$ cat src/rtl/fact_seq.sv
// Sequential factorial engine.
// A start pulse captures n; the engine iterates acc *= cnt for cnt = 2..n and
// each multiply runs on a shift-add datapath that consumes one multiplier bit
// per cycle. The result is presented with a one-cycle done pulse. Overflow
// flags that the true n! did not fit in OUT_W bits.
module fact_seq #(
  parameter int SIZE  = 8,
  parameter int OUT_W = 32
) (
  input  logic             clk,
  input  logic             rst_n,
  input  logic             start,
  input  logic [SIZE-1:0]  n,
  output logic             busy,
  output logic             done,
  output logic [OUT_W-1:0] result,
  output logic             overflow
);

  // Counter is one bit wider than n so that n = 2^SIZE-1 still terminates.
  localparam int CW = SIZE + 1;
  // Product register holds acc * cnt exactly: OUT_W bits times CW bits.
  localparam int PW = OUT_W + SIZE + 1;
  localparam int BW = (SIZE + 1 > 1) ? $clog2(SIZE + 1) : 1;

  typedef enum logic [2:0] {
    IDLE,
    INIT,
    CMP,
    MUL,
    DONE
  } state_t;

  state_t           state;
  logic [SIZE-1:0]  n_r;
  logic [OUT_W-1:0] acc;
  logic [CW-1:0]    cnt;
  logic             ovf_r;
  logic [OUT_W-1:0] mcand;
  logic [CW-1:0]    mplier;
  logic [PW-1:0]    prod;
  logic [BW-1:0]    bitc;

  logic [PW-1:0]    addend;
  logic [PW-1:0]    prod_sum;
  logic             last_bit;
  logic             prod_hi_nz;

  // Shift-add step: partial product for the current multiplier bit.
  always_comb begin
    addend     = '0;
    if (mplier[bitc]) begin
      addend = PW'(mcand) << bitc;
    end
    prod_sum   = prod + addend;
    last_bit   = (bitc == BW'(SIZE));
    prod_hi_nz = |prod_sum[PW-1:OUT_W];
  end

  // Control FSM with datapath updates and registered outputs.
  always_ff @(posedge clk or negedge rst_n) begin
    if (!rst_n) begin
      state    <= IDLE;
      n_r      <= '0;
      acc      <= '0;
      cnt      <= '0;
      ovf_r    <= 1'b0;
      mcand    <= '0;
      mplier   <= '0;
      prod     <= '0;
      bitc     <= '0;
      busy     <= 1'b0;
      done     <= 1'b0;
      result   <= '0;
      overflow <= 1'b0;
    end else begin
      case (state)
        IDLE: begin
          done <= 1'b0;
          if (start) begin
            n_r   <= n;
            state <= INIT;
            busy  <= 1'b1;
          end
        end

        INIT: begin
          acc   <= OUT_W'(1);
          cnt   <= CW'(2);
          ovf_r <= 1'b0;
          state <= CMP;
        end

        CMP: begin
          if (cnt > {1'b0, n_r}) begin
            result   <= acc;
            overflow <= ovf_r;
            busy     <= 1'b0;
            done     <= 1'b1;
            state    <= DONE;
          end else begin
            mcand  <= acc;
            mplier <= cnt;
            prod   <= '0;
            bitc   <= '0;
            state  <= MUL;
          end
        end

        MUL: begin
          prod <= prod_sum;
          if (last_bit) begin
            acc   <= prod_sum[OUT_W-1:0];
            ovf_r <= ovf_r | prod_hi_nz;
            cnt   <= cnt + CW'(1);
            state <= CMP;
          end else begin
            bitc <= bitc + BW'(1);
          end
        end

        DONE: begin
          done <= 1'b0;
          if (start) begin
            n_r   <= n;
            state <= INIT;
            busy  <= 1'b1;
          end else begin
            state <= IDLE;
          end
        end

        default: begin
          state <= IDLE;
          busy  <= 1'b0;
          done  <= 1'b0;
        end
      endcase
    end
  end

endmodule

$ cat config.mk
export PLATFORM = sky130hd
export DESIGN_NAME = fact_seq
export DESIGN_NICKNAME = d
export VERILOG_FILES = /design/src/rtl/fact_seq.sv
export SDC_FILE = /design/constraint.sdc
export NUM_CORES = 1
export LEC_CHECK = 0
export CAP_MARGIN = 20
export CORE_UTILIZATION = 41
export DETAILED_ROUTE_END_ITERATION = 10
export PLACE_DENSITY = 0.66
export SETUP_SLACK_MARGIN = 0.15
export SYNTH_ARGS = -nofsm -noshare
export SYNTH_HDL_FRONTEND = slang
export SYNTH_SLANG_ARGS = --single-unit
$ cat constraint.sdc
create_clock -name clk -period 6.56 [get_ports clk]
set_input_delay 1.312 -clock clk [delete_from_list [all_inputs] [get_ports clk]]
set_output_delay 1.312 -clock clk [all_outputs]
set_load 0.01 [all_outputs]
==> flow_metrics.tcl <==
set metrics [dict create \
    status "complete, no violations" \
    p_seq_share_pct 34.2 \
    layout.nets 1133 \
    combinationalPowerShare_pct 41.6 \
    path_depth 15 \
    rr_endpoint "ovf_r$_DFFE_PN0P_" \
    insertedDiodeCount 0 \
    crit_path_start_kind "flip-flop" \
    vias_per_cell 5.85 \
    start_util_pct 42.3 \
    critical_path.most_common_cell "nand2_1" \
    yosysUniqueCellTypes 66 \
    crit_arrival_ns 5.75 \
    syn_area_per_cell_sq_um 9.87 \
    num_rows 57 \
    critical_path.endpoint_type "flip-flop" \
    switching_share_pct 42.0 \
    grt_max_degree 72 \
    drt-pass1-iter-count 5 \
    rsz0062_at_grt "false" \
    intPower_w 0.00251 \
    clockBufferDepth 2 \
    rr_worst_depth 15 \
    hp-class "reg -> reg" \
    crit_fanout 17 \
    clk_pin_slew_ns 0.08 \
    p_clk_share_pct 24.2 \
    maxCapViolations 0 \
    netlist.area_leader.share_pct 41.8 \
    ys_seq_elements 174 \
    seq_area_frac_synth_pct 41.8 \
    p_leak_nw 5.28 \
    r2r_start "bitc[0]$_DFFE_PN0P_" \
    drive_gt1_share_pct 15.0 \
    syn_to_final_growth_pct 13.1 \
    syn-cell-area_sq_um 10400 \
    port-buffer-count 45 \
    yosys-top-cells-area "dfrtp_1 42%, mux2_2 8.5%, ha_1 6.1%" \
    cts_tree "built" \
    clock_latency_ns 0.45 \
    core_sq_um 24600 \
    switching_power_w 0.00182 \
    root_buffer "clkbuf_16" \
    drv_slew 0 \
    die_w_um 161 \
    postLayoutSetupSlackWorst_ns 1.12 \
    gp_congestion 0.931 \
    grt_first_pass_wirelength_mm 43.9 \
    gr-usage-all-layers_pct 21.7 \
    fmax_mhz 184 \
    hold_viol_final 0 \
    reg2reg_slack_ns 1.12 \
    hpwl_mm 19.6 \
    yosys.area.top_type "dfrtp_1" \
    postCtsSetupBuffers 0 \
    worstSetupPathType "reg -> reg" \
    critical-path-top-delay-family "compound AO/OA/AOI/OAI gates" \
    cts.htree.levels 4 \
    synth_cells 1055 \
    post-place-ws_ns 1.30 \
    setup_viol 0 \
    finalWirelength_mm 27.0 \
    routed-via-count 8226 \
    finalCriticalPeriod_ns 5.44 \
    async_flop_share_pct 100 \
    hp-start "done$_DFFE_PN0P_" \
    ctsResizeCount 0 \
    synth_edf_count 0 \
    relSlewSlack_pct 34.5 \
    synth_fp_nets 1118 \
    ios 46 \
    antenna_found_initial 0 \
    antenna_left 0 \
    first_global_vias 8018 \
    period_share_pct 82.9 \
    crit_required_ns 6.87 \
    peakVddDrop_mv 0.397 \
    slowest_stage "a2111oi_0" \
    fin_setup_tns_ns 0 \
    wl_per_cell_um 19.2 \
    synthFlopType "dfrtp_1" \
    hold_end "done$_DFFE_PN0P_" \
    holdBufCountCts 0 \
    drt_iter0_markers 710 \
    worstPathCellList "mux4_2 > nand3b_1 > and2_1 > buf_4 > o22ai_1 > ha_1 > nand2_1 > o21ai_0 > nor3_1 > a2111oi_0 > nand2_1 > a21oi_1 > xor2_1 > a2111oi_2 > a31oi_1" \
    worstMarginPinSlew_ns 0.982 \
    critical_path.max_stage_delay_ns 0.84 \
    cts_made_buffers 17 \
    p_per_area_nw_per_um2 368 \
    dieArea_sq_um 26000 \
    grt-ovfl-total 0 \
    crit_buf_inv 1 \
    whs_path_depth 1 \
    drc 0 \
    die_h_um 161 \
    clkSinkCount 174 \
    yosys_warnings 0 \
    skew_ns 0.0174 \
]
-- worst register-to-register path, delay by kind of cell (launching register included) --
| family | cells | cell delay [ns] |
|---|---|---|
| adders and majority gates | 1 | 0.46 |
| AOI/OAI and AO/OA | 6 | 2.03 |
| and+or+nand+nor | 5 | 1.22 |
| buffers and inverters | 1 | 0.30 |
| DFF | 1 | 0.60 |
| xor gates and xnor gates | 1 | 0.12 |
| muxes | 1 | 0.56 |
-- cell usage after synthesis, types with 6 or more instances --
cell type / count
inv_1: 20
mux4_2: 21
mux2i_1: 29
and2_1: 6
buf_1: 8
nor3_1: 7
nand2_1: 161
o21a_1: 8
o31ai_1: 18
a21o_1: 10
mux2_2: 79
ha_1: 51
nor2_1: 52
a211oi_1: 10
a31oi_1: 7
a22o_1: 10
nand4_1: 11
xor2_1: 14
or3_1: 10
nor2b_1: 11
nand2b_1: 6
o22ai_1: 29
a21oi_1: 71
xnor2_1: 25
dfrtp_1: 174
o21ai_0: 80
nand3_1: 12
clkbuf_1: 51
-- per-stage QoR --
step,power [W],instance area (sq um),std cells,hold WS [ns],util [%]
2_1_floorplan,0.00277,10400,1055,0.452,-
3_3_place_gp,0.00325,11100,1374,0.468,45.3
3_5_place_dp,0.00329,11100,1374,0.472,45.3
4_1_cts,0.00434,11800,1406,0.493,47.8
5_1_grt,0.00460,11800,1407,0.516,47.9
6_report,0.00433,11800,1407,0.483,47.9
-- power groups by stage --
stage               Sequential, W  Combinational, W  Clock (W)
floorplan                 0.00143           0.00135          0
global placement          0.00150           0.00176          0
detailed placement        0.00150           0.00179          0
CTS                       0.00148           0.00179    0.00107
global route              0.00151           0.00198    0.00111
finish                    0.00148           0.00180    0.00105
-- cell families (layout without fill, tap and decap cells) --
| group | after synthesis | in the layout | share of synthesized area [%] |
|---|---|---|---|
| compound gates | 285 | 285 | 17.3 |
| xor+xnor | 39 | 39 | 3.28 |
| fa+ha+maj | 52 | 52 | 6.32 |
| buf+inv | 81 | 109 | 2.93 |
| flops | 174 | 174 | 41.8 |
| mux | 129 | 129 | 15.9 |
| simple gates | 295 | 295 | 12.5 |
-- area by class of cell --
type	count	area (sq um)
clock inverters	15	191
fillers	2301	12800
inverters	21	78.8
well taps	324	405
multi-input cells	800	5780
clock buffers	17	425
repair buffers	56	547
flip-flops and latches	174	4360
-- per-layer routing --
| layer | up-vias | part of all wire, % | track usage (%) |
|---|---|---|---|
| met3 | 34 | 4.4 | 3.13 |
| met1 | 4057 | 48 | 30.8 |
| met2 | 236 | 45 | 34.0 |
| li1 | 3899 | - | - |
| met5 | - | 0 | 0 |
| met4 | 0 | 2.3 | 7.03 |
-- layout by cell type (no fill, tap or decap), drive strengths merged, types with 3 or more instances in the layout --
cell type and count:
o22a 3, inv 28, clkdlybuf4s50 44, nand3b 5, a31oi 7, and2 6, mux4 21, ha 51
buf 12, a22o 10, xor2 14, nor4 5, nor2 52, dfrtp 174, o21bai 3, o22ai 29
mux2 79, a211oi 11, nor2b 11, nor3 7, o31ai 18, nand2b 6, nand2 161, and3 3
o211ai 4, a21oi 72, or3 12, nand3 12, a21o 12, nand4 11, a2111oi 6, mux2i 29
clkbuf 17, clkinv 8, o21a 8, o21ai 82, xnor2 25
-- sequential cells by signal, indices dropped and copies added, names as in the netlist, 3 cells and up --
register,flops
acc,32
bitc,4
cnt,9
mcand,32
mplier,9
n_r,8
prod,41
result,32
state,3
-- worst max path at each step --
stage                                   start                end  slack, ns
final                     bitc[0]$_DFFE_PN0P_  ovf_r$_DFFE_PN0P_       1.12
after global routing      bitc[0]$_DFFE_PN0P_  ovf_r$_DFFE_PN0P_       0.79
after CTS                 bitc[0]$_DFFE_PN0P_  ovf_r$_DFFE_PN0P_       1.25
after detailed placement  bitc[0]$_DFFE_PN0P_  ovf_r$_DFFE_PN0P_       1.30
after global placement    bitc[0]$_DFFE_PN0P_  ovf_r$_DFFE_PN0P_       1.29
after floorplan           bitc[0]$_DFFE_PN0P_  ovf_r$_DFFE_PN0P_       1.84
Note: power is estimated with default switching activity, not from simulation.
